[src/rtl/product_accumulator.sv]
// Sums N_TERMS unsigned 8-bit products per job under a start/valid/ack handshake.
// Build with PRODUCT_ACCUMULATOR_SATURATE_EN defined to clamp on overflow instead of wrapping.
module product_accumulator #(
  parameter int N_TERMS = 4,
  parameter int ACC_W   = 12
) (
  input  logic             clk,
  input  logic             rst_n,
  input  logic             start,
  input  logic [7:0]       prod_in,
  input  logic             prod_valid,
  output logic             prod_ready,
  output logic [ACC_W-1:0] acc_out,
  output logic             acc_valid,
  input  logic             acc_ack,
  output logic             overflow,
  output logic             busy
);

  typedef enum logic [1:0] {IDLE, ACCUM, DONE} state_t;

  localparam logic [4:0] LAST_TERM = 5'(N_TERMS - 1);

  state_t         state;
  logic [4:0]     count;
  logic [ACC_W:0] prod_ext;
  logic [ACC_W:0] sum;
  logic           carry;
  logic           xfer;

  always_comb begin
    prod_ext       = '0;
    prod_ext[7:0]  = prod_in;
    sum            = {1'b0, acc_out} + prod_ext;
    carry          = sum[ACC_W];
    xfer           = prod_ready && prod_valid;
  end

  // Handshake outputs are registered alongside the state so they change on the same edge.
  always_ff @(posedge clk or negedge rst_n) begin
    if (!rst_n) begin
      state      <= IDLE;
      acc_out    <= '0;
      count      <= '0;
      overflow   <= 1'b0;
      acc_valid  <= 1'b0;
      prod_ready <= 1'b0;
      busy       <= 1'b0;
    end else begin
      case (state)
        IDLE: begin
          if (start) begin
            state      <= ACCUM;
            acc_out    <= '0;
            count      <= '0;
            overflow   <= 1'b0;
            prod_ready <= 1'b1;
            busy       <= 1'b1;
          end
        end
        ACCUM: begin
          if (xfer) begin
`ifdef PRODUCT_ACCUMULATOR_SATURATE_EN
            // Once clamped, the sum stays at full scale for the rest of the job.
            if (carry || overflow) acc_out <= '1;
            else                   acc_out <= sum[ACC_W-1:0];
`else
            acc_out <= sum[ACC_W-1:0];
`endif
            if (carry) overflow <= 1'b1;
            count <= count + 5'd1;
            if (count == LAST_TERM) begin
              state      <= DONE;
              prod_ready <= 1'b0;
              acc_valid  <= 1'b1;
            end
          end
        end
        DONE: begin
          if (acc_ack) begin
            state     <= IDLE;
            acc_valid <= 1'b0;
            busy      <= 1'b0;
          end
        end
        default: begin
          state      <= IDLE;
          acc_valid  <= 1'b0;
          prod_ready <= 1'b0;
          busy       <= 1'b0;
        end
      endcase
    end
  end

endmodule
[config.mk]
export PLATFORM = sky130hd
export DESIGN_NAME = product_accumulator
export DESIGN_NICKNAME = d
export VERILOG_FILES = /design/src/rtl/product_accumulator.sv
export SDC_FILE = /design/constraint.sdc
export NUM_CORES = 1
export LEC_CHECK = 0
export ABC_AREA = 1
export CORE_MARGIN = 2
export CORE_UTILIZATION = 46
export CTS_CLUSTER_SIZE = 40
export DETAILED_ROUTE_END_ITERATION = 8
export GPL_ROUTABILITY_DRIVEN = 0
export MAX_ROUTING_LAYER = met4
export PLACE_DENSITY = 0.75
export SLEW_MARGIN = 10
export SYNTH_ARGS = -nofsm -noshare
export SYNTH_HDL_FRONTEND = slang
export SYNTH_SLANG_ARGS = --single-unit
[constraint.sdc]
create_clock -name clk -period 1.5 [get_ports clk]
set_input_delay 0.15 -clock clk [delete_from_list [all_inputs] [get_ports clk]]
set_output_delay 0.15 -clock clk [all_outputs]
set_load 0.005 [all_outputs]
==> impl_results.md, run 1 <==
* Max Root-Sink Buffers at 2
* Main flop type after synthesis: dfrtp_1
* CTS tree: yes
* Final Slew Violations at 0
* Failing checks: negative setup slack
* HP Class: in -> async
* Crit Path Class: reg -> reg
* Final Hold Fails at 0
* Largest net degree at the start of global routing at 24
* Endpoint class of the critical path: flip-flop
* RSZ-0062 raised after global routing: true
* WL per Instance at between 10 and 15 um
* Die area at 0.003699 mm2
* Worst Tran Pin Value at slightly above 0.3 ns
* Distinct cells, synth at 26
* Pre-CTS setup slack at -0.3264 ns
* Final Cycle Share at 1.066
* Root Driver: clkbuf_4
* Number of synthesized flops with an enable pin at 0
* PD cells at 469.9 mW/mm2
* Router iterations before antenna repair at 4
* Starting density of the core at 0.4865
* Avg Cell Area, Syn at 7.389 um2
* Sequential area share after synthesis at 0.3875
* Gate Count Post-Synth at 201
* Met2 wire length at 1801 um
* Number of remaining DRC errors at 0
* Mapped Area at 0.001485 mm2
* Post-synthesis async set-or-reset flop share at 1.000
* Skew final at 0.001306 ns
* Arrival time worst endpoint at 1.82 ns
* Post-synthesis register bit count at 23
* Layout Cells excl Fill at between 200 and 300
* Die Width at 60.82 um
* Top routing layer used: met4
* CP Max Fanout at 4
* Clk sink count at 23
* Vias per Instance at 4.863
* Placed cells at ~300
* MaxCap Viol Count at 0
* Max Fclk at 625.6 MHz
* Outcome: finished, violations left
* Rows at 20
* # IOs at 29
* DRT Wirelength at 3561 um
* Via count at 1454
* Clock slew at reported path FFs at 0.13 ns
* Required @ worst endpoint at 1.72 ns
* Core footprint at 0.003053 mm2
* Ant. Diodes at 0
* Number of global-route vias before repair at 1348
* First-pass GRT wire length at 5506 um
* Setup violators final at 6
* FF/Latch Area at 575.6 um2
* Final min period at 1.598 ns
* Fill count at approximately 260
* Buffers on Ports at 28
* Worst-Skew Late Latency at 0.31 ns
* Multi-input logic area at 925.9 um2
* 1st-iter DRT viols at 60
* Share of cells above drive strength 1 at 0.2510
* Pleak at 0.001219 uW
* Initial antenna violation count at 0
* Number of warnings issued by yosys at 0
* Slew HR at 0.7948
* Final nets at 279
* Worst vdd ir at 0.4225 mV
* Final HPWL DP at approximately 2500 um
* H-tree depth at 1
* WL met1 at between 1500 and 2000 um
* Post-Syn Nets at 224
* Total track usage at 0.2043
* Syn-to-layout area delta at 46.25%
* DR WL met3 at 89 um
* Total grt overflow at 0
* Final worst slack at -0.09850 ns
* Tot Pwr at ~1000 uW
* Die H at 60.82 um
* Final ANT Viol Nets at 0
* Num CTS Buffers at 3
* Startpoint Class: flip-flop
## synth_stat cells, types with 2 or more instances
library cell   n  share of area
a21oi_1        7          0.024
a22o_1         3          0.018
nand2_1       59           0.15
xor2_1         2          0.012
ha_1           9          0.076
dfrtp_1       23           0.39
nand2_2        3          0.013
nor2_1        17          0.043
nand3_1       18          0.061
nor3_1         2         0.0067
inv_1         28          0.071
or2_2          2         0.0084
nand4_1        3          0.013
o21ai_0       13          0.044
## what timing repair did
item / CTS / global route
buffers inserted: 1 / 2
resized for setup: 11 / 26
hold buffers: 0 / 0
pin swaps: 3 / 5
setup endpoints to repair: 8 / 20
## routing by layer
layer,vias up,global-route usage
li1,756,-
met1,674,0.2547
met4,0,0.08385
met5,-,-
met2,20,0.3364
met3,4,0.02345
## cells by family (layout without fill, tap and decap cells)
| group | count (synthesis) | count (layout) | share of synthesized area |
|---|---|---|---|
| AOI/OAI and AO/OA | 25 | 25 | 0.09688 |
| adders and majority gates | 10 | 10 | 0.08930 |
| and+or+nand+nor | 109 | 109 | 0.3244 |
| xor gates and xnor gates | 3 | 3 | 0.01769 |
| buffers and inverters | 31 | 85 | 0.08424 |
| DFF | 23 | 23 | 0.3875 |
## critical path, cell delays in order (launching register included)
cell and delay [ns]:
dfrtp_1 0.40, ha_2 0.19, fa_2 0.37, nand2_2 0.08, nand2_2 0.06, nand3_2 0.08
nand2_4 0.07, nand2_2 0.06, xor2_1 0.14, nor2_1 0.05
## flip-flops by register name, summed over array words and instances, names as in the netlist
register    count
acc_out        12
acc_valid       1
busy            1
count           5
overflow        1
prod_ready      1
state           2
## final cells by class
type / instances / share of cell area
sequential: 23 / 0.2650
clock buffer: 3 / 0.01037
tap: 44 / 0.02535
inverter: 29 / 0.05012
clock inverter: 1 / 0.002304
timing repair buffer: 52 / 0.2206
multi-input combinational: 147 / 0.4263
## through the flow
step                TNS, ns  hold slack [ns]  area [um2]    util
detailed placement   -2.504           0.5079        1969  0.6451
CTS                 -0.3918           0.1829        2051  0.6717
global route         -1.166           0.2234        2172  0.7115
finish              -0.3751           0.1894        2172  0.7115
global placement     -2.147           0.4919        1969  0.6451
floorplan           -0.1248          -0.1456        1493       -
## path summary, 6_finish.rpt
check	endpoint	startpoint	slack, ns	cells after the start
min	acc_out[4]	rst_n	0.19	2
min in group clk	state[1]	acc_ack	0.50	4
max in group asynchronous	count[3]	rst_n	1.08	2
min reg2reg	count[0]	count[0]	0.52	1
max reg2reg	acc_out[8]	acc_out[0]	-0.1	9
max	acc_out[8]	acc_out[0]	-0.1	9
## placed cells by master, fill, tap and decap left out, drive strengths merged
cell	count
nand3b	1
a21oi	7
dlymetal6s2s	5
o21ai	14
dlygate4sd2	1
buf	24
o31ai	1
clkdlybuf4s15	1
clkbuf	3
dfrtp	23
clkinv	1
nor3	2
clkdlybuf4s50	21
ha	9
nand2	62
or2	2
inv	29
xnor2	1
nor3b	1
nand4	3
fa	1
nor2	19
xor2	2
nand3	19
a22o	3
## power breakdown
group          total, uW  internal [uW]  switching [uW]
Clock                290           99.6             191
Combinational        111           59.9            50.7
Sequential           620            620               0
Total               1020            779             241
(Power assumes the default switching activity.)
==> run 2: changes to the inputs <==
--- a/config.mk
+++ b/config.mk
@@ -10,7 +10,7 @@
 export CORE_UTILIZATION = 46
 export CTS_CLUSTER_SIZE = 40
 export DETAILED_ROUTE_END_ITERATION = 8
-export GPL_ROUTABILITY_DRIVEN = 0
+export GPL_ROUTABILITY_DRIVEN = 1
 export MAX_ROUTING_LAYER = met4
 export PLACE_DENSITY = 0.75
 export SLEW_MARGIN = 10
==> constraint.sdc (replaced) <==
create_clock -name clk -period 1.33 [get_ports clk]
set_input_delay 0.133 -clock clk [delete_from_list [all_inputs] [get_ports clk]]
set_output_delay 0.133 -clock clk [all_outputs]
set_load 0.005 [all_outputs]
==> impl_results.md, run 2 (synthesis results as in run 1) <==
* Commonest cells after routing, fill and taps aside: 42 x nand2_1, 35 x buf_4, 22 x inv_1 (was 54 x nand2_1, 27 x inv_1, 23 x dfrtp_1)
* Final ANT Viol Nets at 0 (unchanged)
* Fill count at 162 (was 257)
* Pre-CTS setup slack at -0.4903 ns (was -0.3264 ns)
* CP Max Fanout at 4 (unchanged)
* Final Hold Fails at 0 (unchanged)
* Placed Area at 0.002130 mm2 (was 0.001969 mm2)
* Die area at 0.003699 mm2 (unchanged)
* Starting density of the core at 0.4865 (unchanged)
* Total track usage at 0.2443 (was 0.2043)
* Final min period at 1.683 ns (was 1.598 ns)
* Total grt overflow at 0 (unchanged)
* Required @ worst endpoint at 1.58 ns (was 1.72 ns)
* Startpoint Class: flip-flop (unchanged)
* First-pass GRT wire length at 6472 um (was 5506 um)
* Crit Path Class: reg -> reg (unchanged)
* PD cells at 474.6 mW/mm2 (was 469.9 mW/mm2)
* Via count at 1767 (was 1454)
* MaxCap Viol Count at 0 (unchanged)
* Arrival time worst endpoint at 1.94 ns (was 1.82 ns)
* 1st-iter DRT viols at 92 (was 60)
* Final HPWL DP at 2672 um (was 2522 um)
* Worst r2r dst: overflow (was acc_out[8])
* Most common cell after layout, fill and taps aside: nand2_1 (unchanged)
* Final nets at 307 (was 279)
* Hold_buf cts at 0 (unchanged)
* Pleak at 0.001392 uW (was 0.001219 uW)
* Multi-input logic area at 0.001074 mm2 (was 925.9 um2)
* Failing checks: negative setup slack (unchanged)
* Syn-to-layout area delta at 72.87% (was 46.25%)
* Setup violators final at 14 (was 6)
* Ant. Diodes at 0 (unchanged)
* Number of remaining DRC errors at 0 (unchanged)
* Vias per Instance at 5.404 (was 4.863)
* WL per Instance at 15.99 um (was 11.91 um)
* CTS tree: yes (unchanged)
* Buffers on Ports at 28 (unchanged)
* Outcome: finished, violations left (unchanged)
* Number of global-route vias before repair at 1557 (was 1348)
* R2R cell count at 10 (was 9)
* HP Class: in -> async (unchanged)
* Tot Pwr at 1219 uW (was 1021 uW)
* Clk sink count at 23 (unchanged)
* Num CTS Buffers at 3 (unchanged)
* R2r setup slk at -0.35 ns (was -0.1 ns)
* Share of cells above drive strength 1 at 0.4488 (was 0.2510)
* Worst Tran Pin Value at 0.3107 ns (was 0.3078 ns)
* Die Width at 60.82 um (unchanged)
* Worst vdd ir at 0.5756 mV (was 0.4225 mV)
* Placer Congestion at 0.8367
* Final worst slack at -0.3534 ns (was -0.09850 ns)
* Max reg flops at 12 (unchanged)
* Fin area at 0.002567 mm2 (was 0.002172 mm2)
* Worst R2R Start: acc_out[0] (unchanged)
* Rows at 20 (unchanged)
* Final Slew Violations at 0 (unchanged)
* DRT Wirelength at 5229 um (was 3561 um)
* Most flops, register: acc_out (unchanged)
* Largest net degree at the start of global routing at 24 (unchanged)
* Clock slew at reported path FFs at 0.15 ns (was 0.13 ns)
* RSZ-0062 raised after global routing: true (unchanged)
* Worst-Skew Late Latency at 0.35 ns (was 0.31 ns)
* H-tree depth at 1 (unchanged)
* # IOs at 29 (unchanged)
* Skew final at 0.005701 ns (was 0.001306 ns)
* Router iterations before antenna repair at 4 (unchanged)
* Core footprint at 0.003053 mm2 (unchanged)
* Slew HR at 0.7929 (was 0.7948)
* Top flop regs: acc_out x12, count x5, state x2 (unchanged)
* Worst hold slack at 0.1233 ns (was 0.1894 ns)
* FF/Latch Area at 578.1 um2 (was 575.6 um2)
* Final Cycle Share at 1.266 (was 1.066)
* Die H at 60.82 um (unchanged)
* Initial antenna violation count at 0 (unchanged)
* Endpoint class of the critical path: flip-flop (unchanged)
* Max Fclk at 594.0 MHz (was 625.6 MHz)
* Max Root-Sink Buffers at 2 (unchanged)
* Root Driver: clkbuf_4 (unchanged)
-- run 2: per-layer routing --
layer / track usage / up-vias / routed length (um)
met2: 0.4424 / 94 / 2703
li1: - / 817 / -
met5: - / - / 0
met1: 0.2767 / 829 / 2002
met4: 0.09627 / 0 / 259
met3: 0.01919 / 27 / 264
-- run 2: final cells by class --
class,instances,share of cell area
clock buffer,3,0.008772
clock inverter,1,0.001949
inverter,29,0.04240
multi-input combinational,148,0.4181
sequential,23,0.2251
tap,44,0.02144
timing repair buffer,79,0.2822
-- run 2: power by group --
part           internal, uW  switching, uW  leakage, uW
clock                   114            263    0.0000177
sequential              699              0     0.000297
combinational          74.2           67.9      0.00108
total                   888            331      0.00139
-- run 2: timing repair --
item,in CTS,in global routing
setup buffers,9,14
pin swaps,9,21
gates resized for setup,50,58
gates cloned,1,1
endpoints found under the setup margin,32,27
-- run 2: worst max path at each step --
stage / from / to / slack (ns) / cells after the start
after floorplan: acc_out[0] / acc_out[8] / -0.23 / 9
after global placement: prod_in[0] / overflow / -0.42 / 11
after detailed placement: prod_in[0] / overflow / -0.49 / 11
after CTS: acc_out[0] / acc_out[8] / -0.29 / 9
after global routing: acc_out[0] / overflow / -0.46 / 10
final: acc_out[0] / overflow / -0.35 / 10
-- run 2: metrics by stage --
| step | std cells | TNS [ns] | utilization |
|---|---|---|---|
| 6_report | 327 | -2.675 | 0.8410 |
| 3_3_place_gp | 301 | -4.343 | 0.6975 |
| 3_5_place_dp | 301 | -4.986 | 0.6975 |
| 2_1_floorplan | 201 | -0.9407 | - |
| 5_1_grt | 327 | -3.589 | 0.8410 |
| 4_1_cts | 315 | -2.024 | 0.7611 |
-- run 2: worst max-delay path, stage by stage (launching register included) --
cell and delay [ns]:
dfrtp_1 0.41, ha_2 0.21, fa_2 0.36, nand2_2 0.10, nand2_2 0.07, nand3_2 0.08, nand2_4 0.07, nand3_2 0.08
nand2_1 0.06, o21ai_0 0.09, inv_1 0.06
==> run 3: changes to the inputs <==
--- a/config.mk
+++ b/config.mk
@@ -7,12 +7,11 @@
 export LEC_CHECK = 0
 export ABC_AREA = 1
 export CORE_MARGIN = 2
-export CORE_UTILIZATION = 46
+export CORE_UTILIZATION = 35
 export CTS_CLUSTER_SIZE = 40
 export DETAILED_ROUTE_END_ITERATION = 8
 export GPL_ROUTABILITY_DRIVEN = 1
 export MAX_ROUTING_LAYER = met4
-export PLACE_DENSITY = 0.75
 export SLEW_MARGIN = 10
 export SYNTH_ARGS = -nofsm -noshare
 export SYNTH_HDL_FRONTEND = slang
==> constraint.sdc (replaced) <==
create_clock -name clk -period 2.1 [get_ports clk]
set_input_delay 0.21 -clock clk [delete_from_list [all_inputs] [get_ports clk]]
set_output_delay 0.21 -clock clk [all_outputs]
set_load 0.005 [all_outputs]
==> impl_results.md, run 3 (synthesis results as in run 1) <==
* Outcome: completed (was finished, violations left)
* Setup TNS at 0 ns (was -2.675 ns)
* Number of global-route vias before repair at 1173 (was 1557)
* CTS resizes at 0 (was 50)
* Vias per Instance at 4.655 (was 5.404)
* Clock slew at reported path FFs at 0.09 ns (was 0.15 ns)
* Pleak at 0.001010 uW (was 0.001392 uW)
* Arrival time worst endpoint at 1.94 ns (about the same)
* Total grt overflow at 0 (unchanged)
* Placer Congestion at 0.8579 (was 0.8367)
* Final Hold Fails at 0 (unchanged)
* Final min period at 1.777 ns (was 1.683 ns)
* Max Root-Sink Buffers at 2 (unchanged)
* Max reg flops at 12 (unchanged)
* Slew HR at 0.7235 (was 0.7929)
* Final Cycle Share at 0.8461 (was 1.266)
* Rows at 23 (was 20)
* Syn-to-layout area delta at 26.62% (was 72.87%)
* Top flop regs: acc_out x12, count x5, state x2 (unchanged)
* Final core occ at 0.4668 (was 0.8410)
* Max Fclk at 562.8 MHz (was 594.0 MHz)
* Worst Tran Pin Value at 0.4138 ns (was 0.3107 ns)
* Die Width at 69.14 um (was 60.82 um)
* H-tree depth at 1 (unchanged)
* Final Slew Violations at 0 (unchanged)
* Largest net degree at the start of global routing at 24 (unchanged)
* Placed Area at 0.001834 mm2 (was 0.002130 mm2)
* Total track usage at 0.1428 (was 0.2443)
* Ant. Diodes at 0 (unchanged)
* PD cells at 416.4 mW/mm2 (was 474.6 mW/mm2)
* Clk sink count at 23 (unchanged)
* Root Driver: clkbuf_8 (was clkbuf_4)
* Fin area at 0.001881 mm2 (was 0.002567 mm2)
* Final nets at 258 (was 307)
* # IOs at 29 (unchanged)
* WL per Instance at 10.90 um (was 15.99 um)
* First-pass GRT wire length at 5499 um (was 6472 um)
* Required @ worst endpoint at 2.26 ns (was 1.58 ns)
* Router iterations before antenna repair at 4 (unchanged)
* Startpoint Class: flip-flop (unchanged)
* Buffers on Ports at 28 (unchanged)
* 1st-iter DRT viols at 73 (was 92)
* Hold_buf cts at 0 (unchanged)
* Final ANT Viol Nets at 0 (unchanged)
* Worst vdd ir at 0.1786 mV (was 0.5756 mV)
* Die area at 0.004780 mm2 (was 0.003699 mm2)
* Initial antenna violation count at 0 (unchanged)
* Core footprint at 0.004029 mm2 (was 0.003053 mm2)
* Starting density of the core at 0.3686 (was 0.4865)
* Worst-Skew Late Latency at 0.26 ns (was 0.35 ns)
* Num CTS Buffers at 3 (unchanged)
* Tot Pwr at 783.0 uW (was 1219 uW)
* Die H at 69.14 um (was 60.82 um)
* Final HPWL DP at 2386 um (was 2672 um)
* CP Max Fanout at 4 (unchanged)
* Via count at 1322 (was 1767)
* Number of remaining DRC errors at 0 (unchanged)
* Endpoint class of the critical path: flip-flop (unchanged)
* Post-CTS Setup Inserts at 0 (was 9)
* Setup violators final at 0 (was 14)
* Skew final at 0.003870 ns (was 0.005701 ns)
* MaxCap Viol Count at 0 (unchanged)
* Most flops, register: acc_out (unchanged)
* Share of cells above drive strength 1 at 0.07692 (was 0.4488)
* CTS tree: yes (unchanged)
* Crit Path Class: reg -> reg (unchanged)
* Commonest cells after routing, fill and taps aside: 59 x nand2_1, 28 x inv_1, 28 x clkdlybuf4s50_1 (was 42 x nand2_1, 35 x buf_4, 22 x inv_1)
* DRT Wirelength at 3095 um (was 5229 um)
* Most common cell after layout, fill and taps aside: nand2_1 (unchanged)
* RSZ-0062 raised after global routing: false (was true)
* HP Class: in -> async (unchanged)
==> run 3: cell count changes in the layout (fill, tap and decap cells not counted), sizes merged <==
cell,previous run,this run
clkdlybuf4s15,1,0
nor2,20,19
clkdlybuf4s50,12,28
buf,52,3
dlygate4sd2,9,0
clkbuf,7,3
dlymetal6s2s,1,0
==> run 3: final cells by class <==
class	count	area, um2
Multi-Input combinational cell	147	784.5
Sequential cell	23	575.6
Clock buffer	3	41.29
Timing Repair Buffer	31	302.8
Fill cell	443	2148
Inverter	29	108.9
Clock inverter	1	5.005
Tap cell	50	62.56
==> run 3: layer usage <==
metal	vias to the layer above	global-route usage	routed length [um]
met3	2	0.02485	83
met1	587	0.2049	1627
li1	712	-	-
met2	21	0.2105	1372
met5	-	-	0
met4	0	0.03268	13
==> run 3: path summary, 6_finish.rpt <==
kind	start	endpoint	slack, ns	depth (start not counted)
worst max-delay path	acc_out[0]	acc_out[8]	0.32	9
worst min-delay path	rst_n	acc_out[7]	0.30	2
worst max register to register	acc_out[0]	acc_out[8]	0.32	9
worst min register to register	count[0]	count[0]	0.51	1
max in group asynchronous	rst_n	acc_out[8]	1.56	2
min in group clk	count[0]	count[0]	0.51	1
==> run 3: power breakdown <==
| part | internal, uW | switching, uW | total, uW |
|---|---|---|---|
| clock | 133 | 151 | 283 |
| combinational | 30.2 | 26.9 | 57.1 |
| sequential | 442 | 0 | 442 |
==> run 3: stage by stage <==
step | hold WS (ns) | setup WS, ns | instances
4_1_cts | 0.3109 | 0.2977 | 284
3_5_place_dp | 0.4960 | 0.06026 | 280
6_report | 0.3041 | 0.3233 | 284
3_3_place_gp | 0.4942 | 0.1191 | 280
5_1_grt | 0.3365 | 0.1194 | 284
2_1_floorplan | -0.08559 | 0.4479 | 201
==> run 3: critical path: stages, from the launching register on <==
cell and delay, ns:
dfrtp_1 0.41, ha_1 0.24, fa_1 0.39, nand2_1 0.09, nand2_1 0.07, nand3_1 0.08, nand2_1 0.12, nand2_2 0.09
xor2_1 0.14, nor2_1 0.05
